--- src/rtl/display_msg_sel_pkg.sv ---
`default_nettype none
// ============================================================================
// display_msg_sel_pkg : display modes, baud codes and FSM state encodings
// Rev 1.0
// ============================================================================
package display_msg_sel_pkg;

    localparam logic BAUDRATE_MODE = 1'b0;
    localparam logic DATA_MODE     = 1'b1;

    localparam logic [1:0] BAUD_9600    = 2'd0;
    localparam logic [1:0] BAUD_57600   = 2'd1;
    localparam logic [1:0] BAUD_115200  = 2'd2;
    localparam logic [1:0] BAUD_INVALID = 2'd3;

    localparam logic SRC_TX = 1'b0;
    localparam logic SRC_RX = 1'b1;

    typedef enum logic [1:0] {
        SHOW_BAUD = 2'd0,
        BAUD_HOLD = 2'd1,
        SHOW_DATA = 2'd2
    } state_t;

    function automatic logic [7:0] baud_msg(input logic [1:0] sel);
        return {6'b0, sel};
    endfunction

endpackage
`default_nettype wire

--- src/rtl/display_msg_sel_hold_timer.sv ---
`default_nettype none
// ============================================================================
// hold_timer : saturating down-counter, load to HOLD_CYCLES-1, zero flag
// Rev 1.0
// ============================================================================
module hold_timer #(
    parameter int HOLD_CYCLES = 50_000_000
) (
    input  logic clk,
    input  logic rst,
    input  logic load_i,
    input  logic tick_i,
    output logic zero_o
);

    localparam int CW = (HOLD_CYCLES > 1) ? $clog2(HOLD_CYCLES) : 1;

    logic [CW-1:0] cnt_q;
    logic [CW-1:0] cnt_d;

    always_comb begin
        cnt_d = cnt_q;
        if (load_i) begin
            cnt_d = CW'(HOLD_CYCLES - 1);
        end else if (tick_i && (cnt_q != '0)) begin
            cnt_d = cnt_q - CW'(1);
        end
    end

    always_ff @(posedge clk or posedge rst) begin
        if (rst) begin
            cnt_q <= '0;
        end else begin
            cnt_q <= cnt_d;
        end
    end

    assign zero_o = (cnt_q == '0);

endmodule
`default_nettype wire

--- src/rtl/display_msg_sel.sv ---
`default_nettype none
// ============================================================================
// display_msg_sel : chooses baud rate or last TX/RX byte for the digit display
// Rev 1.0
// ============================================================================
module display_msg_sel
    import display_msg_sel_pkg::*;
#(
    parameter int HOLD_CYCLES = 50_000_000
) (
    input  logic       src_clk,
    input  logic       rst,
    input  logic [1:0] baud_sel,
    input  logic       tx_valid,
    input  logic [7:0] tx_data,
    input  logic       rx_valid,
    input  logic [7:0] rx_data,
    input  logic       clr_ovr,
    output logic       mode,
    output logic [7:0] msg,
    output logic       data_src,
    output logic       overrun
);

    state_t     state_q;
    logic [1:0] baud_sel_q;
    logic       pend_v_q;
    logic [7:0] pend_data_q;
    logic       pend_src_q;
    logic       mode_q;
    logic [7:0] msg_q;
    logic       data_src_q;
    logic       overrun_q;
    logic       overrun_d;

    logic       baud_chg;
    logic       byte_ev;
    logic       byte_src;
    logic [7:0] byte_data;
    logic       hold_tick;
    logic       hold_zero;

    assign baud_chg  = (baud_sel != baud_sel_q);
    assign byte_ev   = tx_valid | rx_valid;
    assign byte_src  = rx_valid ? SRC_RX : SRC_TX;
    assign byte_data = rx_valid ? rx_data : tx_data;
    assign hold_tick = (state_q == BAUD_HOLD);

    // Loss sources: TX dropped in favour of RX, or a pending byte overwritten during hold.
    always_comb begin
        overrun_d = overrun_q;
        if ((tx_valid && rx_valid) || (hold_tick && pend_v_q && byte_ev)) begin
            overrun_d = 1'b1;
        end else if (clr_ovr) begin
            overrun_d = 1'b0;
        end
    end

    hold_timer #(
        .HOLD_CYCLES(HOLD_CYCLES)
    ) u_hold_timer (
        .clk   (src_clk),
        .rst   (rst),
        .load_i(baud_chg),
        .tick_i(hold_tick),
        .zero_o(hold_zero)
    );

    always_ff @(posedge src_clk or posedge rst) begin
        if (rst) begin
            state_q     <= SHOW_BAUD;
            baud_sel_q  <= 2'b00;
            pend_v_q    <= 1'b0;
            pend_data_q <= 8'h00;
            pend_src_q  <= SRC_TX;
            mode_q      <= BAUDRATE_MODE;
            msg_q       <= 8'h00;
            data_src_q  <= SRC_TX;
            overrun_q   <= 1'b0;
        end else begin
            baud_sel_q <= baud_sel;
            overrun_q  <= overrun_d;
            case (state_q)
                SHOW_BAUD: begin
                    if (baud_chg) begin
                        state_q     <= BAUD_HOLD;
                        msg_q       <= baud_msg(baud_sel);
                        pend_v_q    <= byte_ev;
                        pend_data_q <= byte_data;
                        pend_src_q  <= byte_src;
                    end else if (byte_ev) begin
                        state_q    <= SHOW_DATA;
                        mode_q     <= DATA_MODE;
                        msg_q      <= byte_data;
                        data_src_q <= byte_src;
                    end
                end
                BAUD_HOLD: begin
                    if (baud_chg) begin
                        msg_q <= baud_msg(baud_sel);
                        if (byte_ev) begin
                            pend_v_q    <= 1'b1;
                            pend_data_q <= byte_data;
                            pend_src_q  <= byte_src;
                        end
                    end else if (hold_zero) begin
                        // A byte arriving on the expiry cycle is newer than the pending one.
                        pend_v_q <= 1'b0;
                        if (byte_ev) begin
                            state_q    <= SHOW_DATA;
                            mode_q     <= DATA_MODE;
                            msg_q      <= byte_data;
                            data_src_q <= byte_src;
                        end else if (pend_v_q) begin
                            state_q    <= SHOW_DATA;
                            mode_q     <= DATA_MODE;
                            msg_q      <= pend_data_q;
                            data_src_q <= pend_src_q;
                        end else begin
                            state_q <= SHOW_BAUD;
                            msg_q   <= baud_msg(baud_sel);
                        end
                    end else if (byte_ev) begin
                        pend_v_q    <= 1'b1;
                        pend_data_q <= byte_data;
                        pend_src_q  <= byte_src;
                    end
                end
                SHOW_DATA: begin
                    if (baud_chg) begin
                        state_q     <= BAUD_HOLD;
                        mode_q      <= BAUDRATE_MODE;
                        msg_q       <= baud_msg(baud_sel);
                        pend_v_q    <= byte_ev;
                        pend_data_q <= byte_data;
                        pend_src_q  <= byte_src;
                    end else if (byte_ev) begin
                        msg_q      <= byte_data;
                        data_src_q <= byte_src;
                    end
                end
                default: begin
                    state_q  <= SHOW_BAUD;
                    mode_q   <= BAUDRATE_MODE;
                    pend_v_q <= 1'b0;
                end
            endcase
        end
    end

    assign mode     = mode_q;
    assign msg      = msg_q;
    assign data_src = data_src_q;
    assign overrun  = overrun_q;

endmodule
`default_nettype wire

--- config.mk ---
export PLATFORM = sky130hd
export DESIGN_NAME = display_msg_sel
export DESIGN_NICKNAME = d
export VERILOG_FILES = /design/src/rtl/display_msg_sel_pkg.sv /design/src/rtl/display_msg_sel_hold_timer.sv /design/src/rtl/display_msg_sel.sv
export SDC_FILE = /design/constraint.sdc
export NUM_CORES = 1
export LEC_CHECK = 0
export CORE_MARGIN = 5
export CORE_UTILIZATION = 60
export DETAILED_ROUTE_END_ITERATION = 10
export PLACE_DENSITY = 0.82
export SKIP_LAST_GASP = 1
export SYNTH_ARGS = -nofsm -noshare
export SYNTH_HDL_FRONTEND = slang
export SYNTH_HIERARCHICAL = 1
export SYNTH_SLANG_ARGS = --single-unit
--- constraint.sdc ---
create_clock -name src_clk -period 8 [get_ports src_clk]
set_input_delay 1.2 -clock src_clk [delete_from_list [all_inputs] [get_ports src_clk]]
set_output_delay 1.2 -clock src_clk [all_outputs]
set_load 0.05 [all_outputs]
==> impl_metrics.json <==
{
  "status": "completed",
  "die_x_um": 79.86,
  "hold_depth": 1,
  "power_leakage_nw": 1.268,
  "portBuffers": 33,
  "synth_async_sr_flop_share": 1.000,
  "p_per_area_mw_per_mm2": 159.8,
  "root_buffer": "clkbuf_8",
  "slowest_delay_ps": 790,
  "cp_cell_sequence": "clkdlybuf4s50_1 > nor3b_2 > mux2_2 > o2bb2ai_1 > mux2_2",
  "synthTopCellsByCount": "51 x dfrtp_1, 29 x nor2_1, 19 x mux2i_1",
  "h-tree-depth": 2,
  "critPathMostFrequentCell": "mux2_2",
  "end_kind": "register",
  "post-route-drc-count": 0,
  "antennaDiodeCount": 0,
  "final_nets": 332,
  "area_growth_pct": 14.87,
  "worst_ep_required_time_ps": 8250,
  "reg2reg_depth": 9,
  "cts_tree": "done",
  "clkTransAtPathRegs_ps": 90,
  "yosysTopAreaCell": "dfrtp_1",
  "grt_util_all_layers": 0.1989,
  "netlist_instances": 280,
  "via_per_inst": 5.774,
  "synth.avg_cell_area_um2": 10.46,
  "cts.path.max_buffers": 2,
  "r2r-end": "pend_data_q[5]",
  "vdd_ir_drop_max_uv": 133.7,
  "cts-resized-gates": 0,
  "wire_per_inst_um": 14.90,
  "setup_viol": 0,
  "post_cts_buffers": 0,
  "hpwlAfterDp_um": 4018,
  "grt_pass1_vias": 2137,
  "fin_crit_ps": 3228,
  "die-area_mm2": 0.006377,
  "ys.flop_type": "dfrtp_1",
  "arrival_ps": 3480,
  "grt_antenna_before_repair": 0,
  "cap_violations": 0,
  "critPathTopFamily": "buffers and inverters",
  "reg2reg_setup_slack_ps": 4860,
  "whs_endpoint": "msg[7]",
  "grt_pass1_wl_um": 9984,
  "synth_warnings": 6,
  "final.setup.tns_ps": 0,
  "ys_types": 59,
  "critPathKind": "input port to register",
  "die_y_um": 79.86,
  "design.core.area_mm2": 0.004723,
  "num_vias": 2171,
  "r2r-start": "u_hold_timer/cnt_q[0]",
  "yosysMostFrequentCell": "dfrtp_1",
  "crit_path_start_kind": "input port",
  "ys_ff_latch": 51,
  "gp_congestion": 0.8288,
  "synth_area_mm2": 0.002928,
  "place_ws_ps": 4493,
  "layout-drive-gt1-share": 0.1165,
  "critPathBufInv": 1,
  "clock-sinks": 51,
  "grt_overflow": 0,
  "cp_max_fo": 16,
  "min_from": "msg[7]",
  "wl_um": 5602,
  "grt_max_degree": 45,
  "cts_hold_buf": 0,
  "hold_path.class": "register to register",
  "relSlewSlack": 0.3459,
  "fmax_ghz": 0.3098,
  "insertion_delay_ps": 310,
  "slowest_stage": "clkdlybuf4s50_1",
  "drtIter0Drc": 93,
  "drv_slew": 0,
  "row_count": 25,
  "synth_area_leaders": "dfrtp_1 44%, mux2i_1 6.5%, nor2_1 3.7%",
  "cts_buffers": 5,
  "finalCritPeriodShare": 0.4035,
  "syn_nets": 304,
  "finClkSkew_ps": 7.373,
  "initial_utilization": 0.6199,
  "rsz0062_at_grt": "no",
  "synth_edf_count": 0,
  "fin_ws_ps": 4772,
  "tightest_slew_ps": 980.1,
  "ioPinCount": 34,
  "antenna_left": 0,
  "synth_top_area_share": 0.4359,
  "firstDrtPassIters": 4,
  "synth_sequential_area_ratio": 0.4359,
  "hold_violations": 0
}
cell usage in the layout (no fill, tap or decap), types with 2 or more instances in the layout:
cell type         n
a211oi_1          2
inv_1            10
clkinvlp_4        2
nor4_1           10
a32o_1            2
nand3b_1          2
o31a_1            4
nor3_1            6
o211ai_1          4
xnor2_1           2
or4_1             5
nand3_1           6
or3b_1            3
a21oi_1          16
mux2_1            3
xnor2_4           2
clkdlybuf4s50_1  33
mux2_2            9
nand2b_1         10
o21ai_0           5
nor2b_1          12
or3_1             4
dfrtp_1          51
nor2_1           29
o2bb2ai_1         2
clkbuf_8          5
mux2i_1          19
nand2_1          12
xor2_1            9
kinds of logic (layout without fill, tap and decap cells):
family	Yosys count	count (layout)	synth area share
and+or+nand+nor	112	112	0.2201
DFF	51	51	0.4359
AOI/OAI and AO/OA	49	49	0.1385
muxes	31	31	0.1111
buffers and inverters	23	52	0.03846
xor gates and xnor gates	13	13	0.05171
adders and majority gates	1	1	0.004273
layer usage:
| metal | track usage | part of all wire | routed length (um) |
|---|---|---|---|
| met3 | 0.05079 | 0.055 | 310 |
| met1 | 0.2549 | 0.45 | 2519 |
| met4 | 0.07095 | 0.012 | 65 |
| met2 | 0.3255 | 0.48 | 2705 |
| met5 | 0 | 0 | 0 |
per-stage QoR:
stage	area [um^2]	hold slack, ps	cells	util	total power, mW
after global routing	3363	540.4	376	0.7121	0.5656
after detailed placement	3274	486.0	368	0.6932	0.3931
after global placement	3274	474.8	368	0.6932	0.3910
after CTS	3363	512.1	376	0.7121	0.5439
final	3363	510.7	376	0.7121	0.5375
after floorplan	2928	479.2	280	-	0.3575
worst register-to-register path, cell delays in order, from the launching register on:
cell      delay [ps]
dfrtp_1          410
inv_1             90
ha_1             210
or4b_4           510
or4b_1           730
nor2_1           340
nand2b_1         260
a32oi_4          240
nor2_1           170
a21oi_1           50
state kept, by name, indices dropped and copies added, names as in the netlist:
register            count
u_hold_timer/cnt_q     26
msg                     8
pend_data_q             8
baud_sel_q              2
state_q                 2
data_src                1
mode                    1
overrun                 1
pend_src_q              1
pend_v_q                1
final cells by class:
type | instances | area (um^2)
Fill cell | 349 | 1360
Multi-Input combinational cell | 206 | 1539
Clock buffer | 5 | 68.82
Clock inverter | 3 | 20.02
Inverter | 10 | 37.54
Sequential cell | 51 | 1276
Timing Repair Buffer | 34 | 337.8
Tap cell | 67 | 83.83
worst max path at each step:
| stage | start | end | slack, ps | depth (start not counted) |
|---|---|---|---|---|
| global placement | rx_valid | msg[1] | 4530 | 5 |
| detailed placement | rx_valid | msg[0] | 4490 | 5 |
| global route | rx_valid | msg[1] | 4630 | 5 |
| finish | rx_valid | msg[0] | 4770 | 5 |
| floorplan | u_hold_timer/cnt_q[0] | pend_data_q[0] | 5230 | 11 |
| CTS | rx_valid | msg[0] | 4820 | 5 |
where the power goes:
part	switching (mW)	total [mW]	leakage, nW	internal [mW]
registers	0.00791	0.279	0.564	0.271
logic	0.0633	0.108	0.664	0.0452
clock network	0.0893	0.150	0.0402	0.0611
Note: power is estimated with default switching activity, not from simulation.
